**config.mk**
```make
export PLATFORM = sky130hd
export DESIGN_NAME = adder_share_arbiter
export DESIGN_NICKNAME = d
export VERILOG_FILES = /design/src/rtl/adder_share_arbiter.sv
export SDC_FILE = /design/constraint.sdc
export NUM_CORES = 1
export LEC_CHECK = 0
export ABC_AREA = 1
export CAP_MARGIN = 20
export CORE_MARGIN = 3
export CORE_UTILIZATION = 37
export CTS_CLUSTER_DIAMETER = 80
export CTS_CLUSTER_SIZE = 16
export DETAILED_ROUTE_END_ITERATION = 16
export PLACE_DENSITY = 0.75
export SYNTH_ARGS = -nofsm -noshare
export SYNTH_HDL_FRONTEND = slang
export SYNTH_SLANG_ARGS = --single-unit
```
**constraint.sdc**
```tcl
create_clock -name Clk -period 1.5 [get_ports Clk]
set_input_delay 0.45 -clock Clk [delete_from_list [all_inputs] [get_ports Clk]]
set_output_delay 0.45 -clock Clk [all_outputs]
set_load 0.05 [all_outputs]
```
**src/rtl/adder_share_arbiter.sv**
```systemverilog
// Round-robin sequencer sharing one external combinational adder among NUM_REQ requesters.
// Optional signed-overflow flag output Ovf when ADDER_ARB_OVERFLOW_EN is defined.
module adder_share_arbiter #(
  parameter int WIDTH   = 8,
  parameter int NUM_REQ = 4
) (
  input  logic                     Clk,
  input  logic                     Reset,
  input  logic [NUM_REQ-1:0]       Req,
  input  logic [NUM_REQ*WIDTH-1:0] OpA,
  input  logic [NUM_REQ*WIDTH-1:0] OpB,
  output logic [NUM_REQ-1:0]       Gnt,
  output logic [NUM_REQ-1:0]       Done,
  output logic [WIDTH-1:0]         Result,
  output logic                     Busy,
  output logic [WIDTH-1:0]         AddA,
  output logic [WIDTH-1:0]         AddB,
  input  logic [WIDTH-1:0]         AddS
`ifdef ADDER_ARB_OVERFLOW_EN
  ,
  output logic                     Ovf
`endif
);

  localparam int PTR_W = $clog2(NUM_REQ);
  localparam int IDX_W = PTR_W + 1;
  localparam logic [IDX_W-1:0] NUM_REQ_I = IDX_W'(NUM_REQ);
  localparam logic [PTR_W-1:0] LAST_IDX  = PTR_W'(NUM_REQ - 1);

  typedef enum logic [1:0] {
    IDLE = 2'd0,
    EXEC = 2'd1,
    DONE = 2'd2
  } state_t;

  state_t             state_q, state_d;
  logic [PTR_W-1:0]   ptr_q, ptr_d;
  logic [PTR_W-1:0]   win_q, win_d;
  logic [NUM_REQ-1:0] gnt_q, gnt_d;
  logic [WIDTH-1:0]   result_q, result_d;
  logic [WIDTH-1:0]   add_a_q, add_a_d;
  logic [WIDTH-1:0]   add_b_q, add_b_d;
`ifdef ADDER_ARB_OVERFLOW_EN
  logic               ovf_q, ovf_d;
`endif

  logic [WIDTH-1:0]   op_a_arr [NUM_REQ];
  logic [WIDTH-1:0]   op_b_arr [NUM_REQ];
  logic               found;
  logic [PTR_W-1:0]   win;
  logic [IDX_W-1:0]   scan_idx;

  generate
    for (genvar gi = 0; gi < NUM_REQ; gi++) begin : g_unpack
      assign op_a_arr[gi] = OpA[gi*WIDTH +: WIDTH];
      assign op_b_arr[gi] = OpB[gi*WIDTH +: WIDTH];
    end
  endgenerate

  // Scan from the farthest candidate back to ptr so the closest requester wins last.
  always_comb begin
    found    = 1'b0;
    win      = ptr_q;
    scan_idx = '0;
    for (int k = NUM_REQ - 1; k >= 0; k--) begin
      scan_idx = {1'b0, ptr_q} + IDX_W'(k);
      if (scan_idx >= NUM_REQ_I) begin
        scan_idx = scan_idx - NUM_REQ_I;
      end
      if (Req[scan_idx[PTR_W-1:0]]) begin
        found = 1'b1;
        win   = scan_idx[PTR_W-1:0];
      end
    end
  end

  always_comb begin
    state_d  = state_q;
    ptr_d    = ptr_q;
    win_d    = win_q;
    gnt_d    = gnt_q;
    result_d = result_q;
    add_a_d  = add_a_q;
    add_b_d  = add_b_q;
`ifdef ADDER_ARB_OVERFLOW_EN
    ovf_d    = ovf_q;
`endif
    case (state_q)
      IDLE: begin
        if (found) begin
          state_d = EXEC;
          win_d   = win;
          gnt_d   = NUM_REQ'(1) << win;
          add_a_d = op_a_arr[win];
          add_b_d = op_b_arr[win];
        end
      end
      EXEC: begin
        result_d = AddS;
`ifdef ADDER_ARB_OVERFLOW_EN
        ovf_d    = (add_a_q[WIDTH-1] == add_b_q[WIDTH-1]) &&
                   (AddS[WIDTH-1] != add_a_q[WIDTH-1]);
`endif
        state_d  = DONE;
      end
      DONE: begin
        ptr_d   = (win_q == LAST_IDX) ? '0 : win_q + PTR_W'(1);
        gnt_d   = '0;
        state_d = IDLE;
      end
      default: begin
        gnt_d   = '0;
        state_d = IDLE;
      end
    endcase
  end

  always_ff @(posedge Clk or posedge Reset) begin
    if (Reset) begin
      state_q  <= IDLE;
      ptr_q    <= '0;
      win_q    <= '0;
      gnt_q    <= '0;
      result_q <= '0;
      add_a_q  <= '0;
      add_b_q  <= '0;
`ifdef ADDER_ARB_OVERFLOW_EN
      ovf_q    <= 1'b0;
`endif
    end else begin
      state_q  <= state_d;
      ptr_q    <= ptr_d;
      win_q    <= win_d;
      gnt_q    <= gnt_d;
      result_q <= result_d;
      add_a_q  <= add_a_d;
      add_b_q  <= add_b_d;
`ifdef ADDER_ARB_OVERFLOW_EN
      ovf_q    <= ovf_d;
`endif
    end
  end

  assign Gnt    = gnt_q;
  assign Done   = (state_q == DONE) ? gnt_q : '0;
  assign Busy   = (state_q != IDLE);
  assign Result = result_q;
  assign AddA   = add_a_q;
  assign AddB   = add_b_q;
`ifdef ADDER_ARB_OVERFLOW_EN
  assign Ovf    = ovf_q;
`endif

endmodule

```
==> qor.txt <==
Clock sink total = 34
CTS tree = yes
Count of final setup violators = 28
Peak supply drop = 1.66 mV
CP Launch Type = flip-flop
Initial Util = 0.385
Leak = 2.40 nW
Commonest cells in the netlist = 175 x nand2_1, 38 x nand3_1, 34 x dfrtp_1
Vias in the first global route = 2,956
Wire per inst = 16.9 um
Gate Count Post-Synth = 350
Max-cap violations = 0
Remaining DRCs = 0
Seq cells post-synth = 34
Crit path cell chain = clkinv_4, buf_6, nand2_4, nand3_4, nand2_4, nand3_4, nand3_4, nand2_4, buf_12, buf_16, nand3_2, nand2_1, nand2_1, nand2_1, nand2_1, nand2_1
Nets@finish = 585
Slew HR = 0.837
CTS root buf = clkbuf_8
RSZ-0062 raised after global routing = yes
Internal power = 7.33 mW
Final TNS setup = -11.35 ns
Sequential fraction of the synthesis area = 0.371
Hold-fix buffer count after cts = 0
Worst Path Arrival = 2.26 ns
Die width = 84.7 um
Via density = 5.07
# diodes = 0
Clk_lat worst skew = 0.30 ns
Synth-to-layout area growth = 111%
Final Wtd Congestion = 0.865
Synthesized area = 0.00229 mm2
Layout cells sized above 1 = 0.355
Worst path required time = 1.69 ns
Drt total wl = 9840 um
Crit-path most repeated cell = nand2_1
Post-DP HPWL = 5830 um
Max-slew violation count = 0
DR pass1 iterations = 5
Vias = 2,953
Clock share of power = 0.061
CP max stage delay = 0.47 ns
Antenna-violating nets left = 0
Ys async rst share = 1.00
Sequential power share = 0.130
Largest net degree at the start of global routing = 35
Die height = 84.7 um
Net Sw Frac = 0.496
Maximum clock rate = 482 MHz
Failing checks = setup timing
Share of the synthesized area in the top cell type = 0.371
Unique masters post-synth = 24
NetSw = 7.21 mW
Row count = 28
Worst Max-Slew Pin Slew = 0.245 ns
Clock transition at path regs = 0.09 ns
Hold Slack = 0.485 ns
Core Region = 0.00596 mm2
Status = finished with violations
Final WS setup = -0.576 ns
Number of flops mapped to enable cells by yosys = 0
Initial DRC count = 223
Hold WC Path Type = input port to asynchronous set/reset pin
Total gr overflow = 0
All-Layer GR Usage = 0.240
Most frequent cell after synthesis = nand2_1
Clk buf depth = 2
Critical path's slowest cell = dfrtp_2
Deepest level of the CTS H-tree = 2
Area leader, netlist = dfrtp_1
# IOs = 111
Final period util = 1.38
Main synth FF type = dfrtp_1
Minimum clock period = 2.08 ns
Pwr Density = 3010 mW/mm2
Clock skew = 0.0147 ns
Largest cells by area after synthesis = dfrtp_1 37%, nand2_1 29%, nand3_1 8.3%, inv_1 5.2%, nand3b_1 5.2%
Ys Warns = 0
CTS Buf Count = 5
Gate power share = 0.810
First-pass GRT wire length = 13,800 um
Initial antenna violation count = 0
CP endpoint kind = flip-flop
IO Port Bufs = 110
Crit-path max FO = 7
Avg Inst Size Synth = 6.55 um2
Worst Path Class, Setup = flip-flop to flip-flop
Hold Vio Cnt, Final = 0
Syn nets = 429
Die ar. = 0.00717 mm2
-- cells by family (layout without fill, tap and decap cells) --
family | after synthesis | after routing | synth area share
flops | 34 | 34 | 0.371
simple gates | 252 | 252 | 0.486
compound gates | 9 | 9 | 0.0268
fa+ha+maj | 1 | 1 | 0.00546
buf+inv | 54 | 211 | 0.111
-- final timing paths --
kind	slack, ns	depth (start not counted)	from	to
min in group Clk	0.53	1	win_q[0]	ptr_q[0]
max	-0.58	16	ptr_q[0]	AddB[1]
min	0.49	3	Reset	Gnt[1]
min reg2reg	0.53	1	win_q[0]	ptr_q[0]
max in group asynchronous	0.81	3	Reset	Gnt[3]
max reg2reg	-0.58	16	ptr_q[0]	AddB[1]
-- stage by stage --
| step | util | setup WS [ns] | power [mW] | std cells | area (um2) |
|---|---|---|---|---|---|
| 2_1_floorplan | - | -0.137 | 7.04 | 350 | 2360 |
| 3_3_place_gp | 0.679 | -0.723 | 10.4 | 548 | 4040 |
| 3_5_place_dp | 0.679 | -0.785 | 10.6 | 548 | 4040 |
| 4_1_cts | 0.756 | -0.399 | 12.9 | 572 | 4500 |
| 5_1_grt | 0.811 | -0.683 | 15.4 | 582 | 4830 |
| 6_report | 0.811 | -0.576 | 14.5 | 582 | 4830 |
-- timing repair --
item | CTS | global route
resized for setup | 53 | 53
endpoints found under the setup margin | 28 | 28
endpoints found under the hold margin | 0 | 0
buffers inserted | 13 | 9
cloned | 3 | 2
pin swaps | 26 | 29
-- cell usage in the layout (no fill, tap or decap), drive strengths merged, types with 6 or more instances in the layout --
cell type and instances:
nand3b 16, clkbuf 7, nand3 39, nand4 6, inv 37, buf 85, clkdlybuf4s50 73, dfrtp 34
nor2 12, nand2 179
-- layout make-up --
class                           instances  area (um2)
Clock inverter                          3        45.0
Timing Repair Buffer                  164        2060
Tap cell                               75        93.8
Clock buffer                            5        68.8
Fill cell                             346        1130
Sequential cell                        34         857
Multi-Input combinational cell        262        1550
Inverter                               39         154
-- registers in the layout, summed over array words and instances (netlist names) --
signal,cells
ptr_q,2
Result,8
AddB,8
Gnt,4
state_q,2
win_q,2
AddA,8
-- power groups by stage --
stage	Clock [mW]	Sequential, mW	Combinational (mW)
finish	0.884	1.89	11.8
global route	0.930	1.93	12.5
CTS	0.871	1.86	10.2
detailed placement	0	1.85	8.75
global placement	0	1.85	8.54
floorplan	0	2.78	4.26
-- layer usage --
layer  vias up  routed length (um)  global-route usage
li1       1394                   -                   -
met1      1396                3550               0.273
met2       133                5330               0.426
met3        30                 603              0.0530
met4         0                 345               0.108
met5         -                   0                   0
-- critical path: cells and delay by family (launching register included) --
kind	cells	cell delay, ns
and+or+nand+nor	12	0.93
DFF	1	0.47
buffers and inverters	4	0.55
No activity file was read; power rests on OpenSTA's default activity.
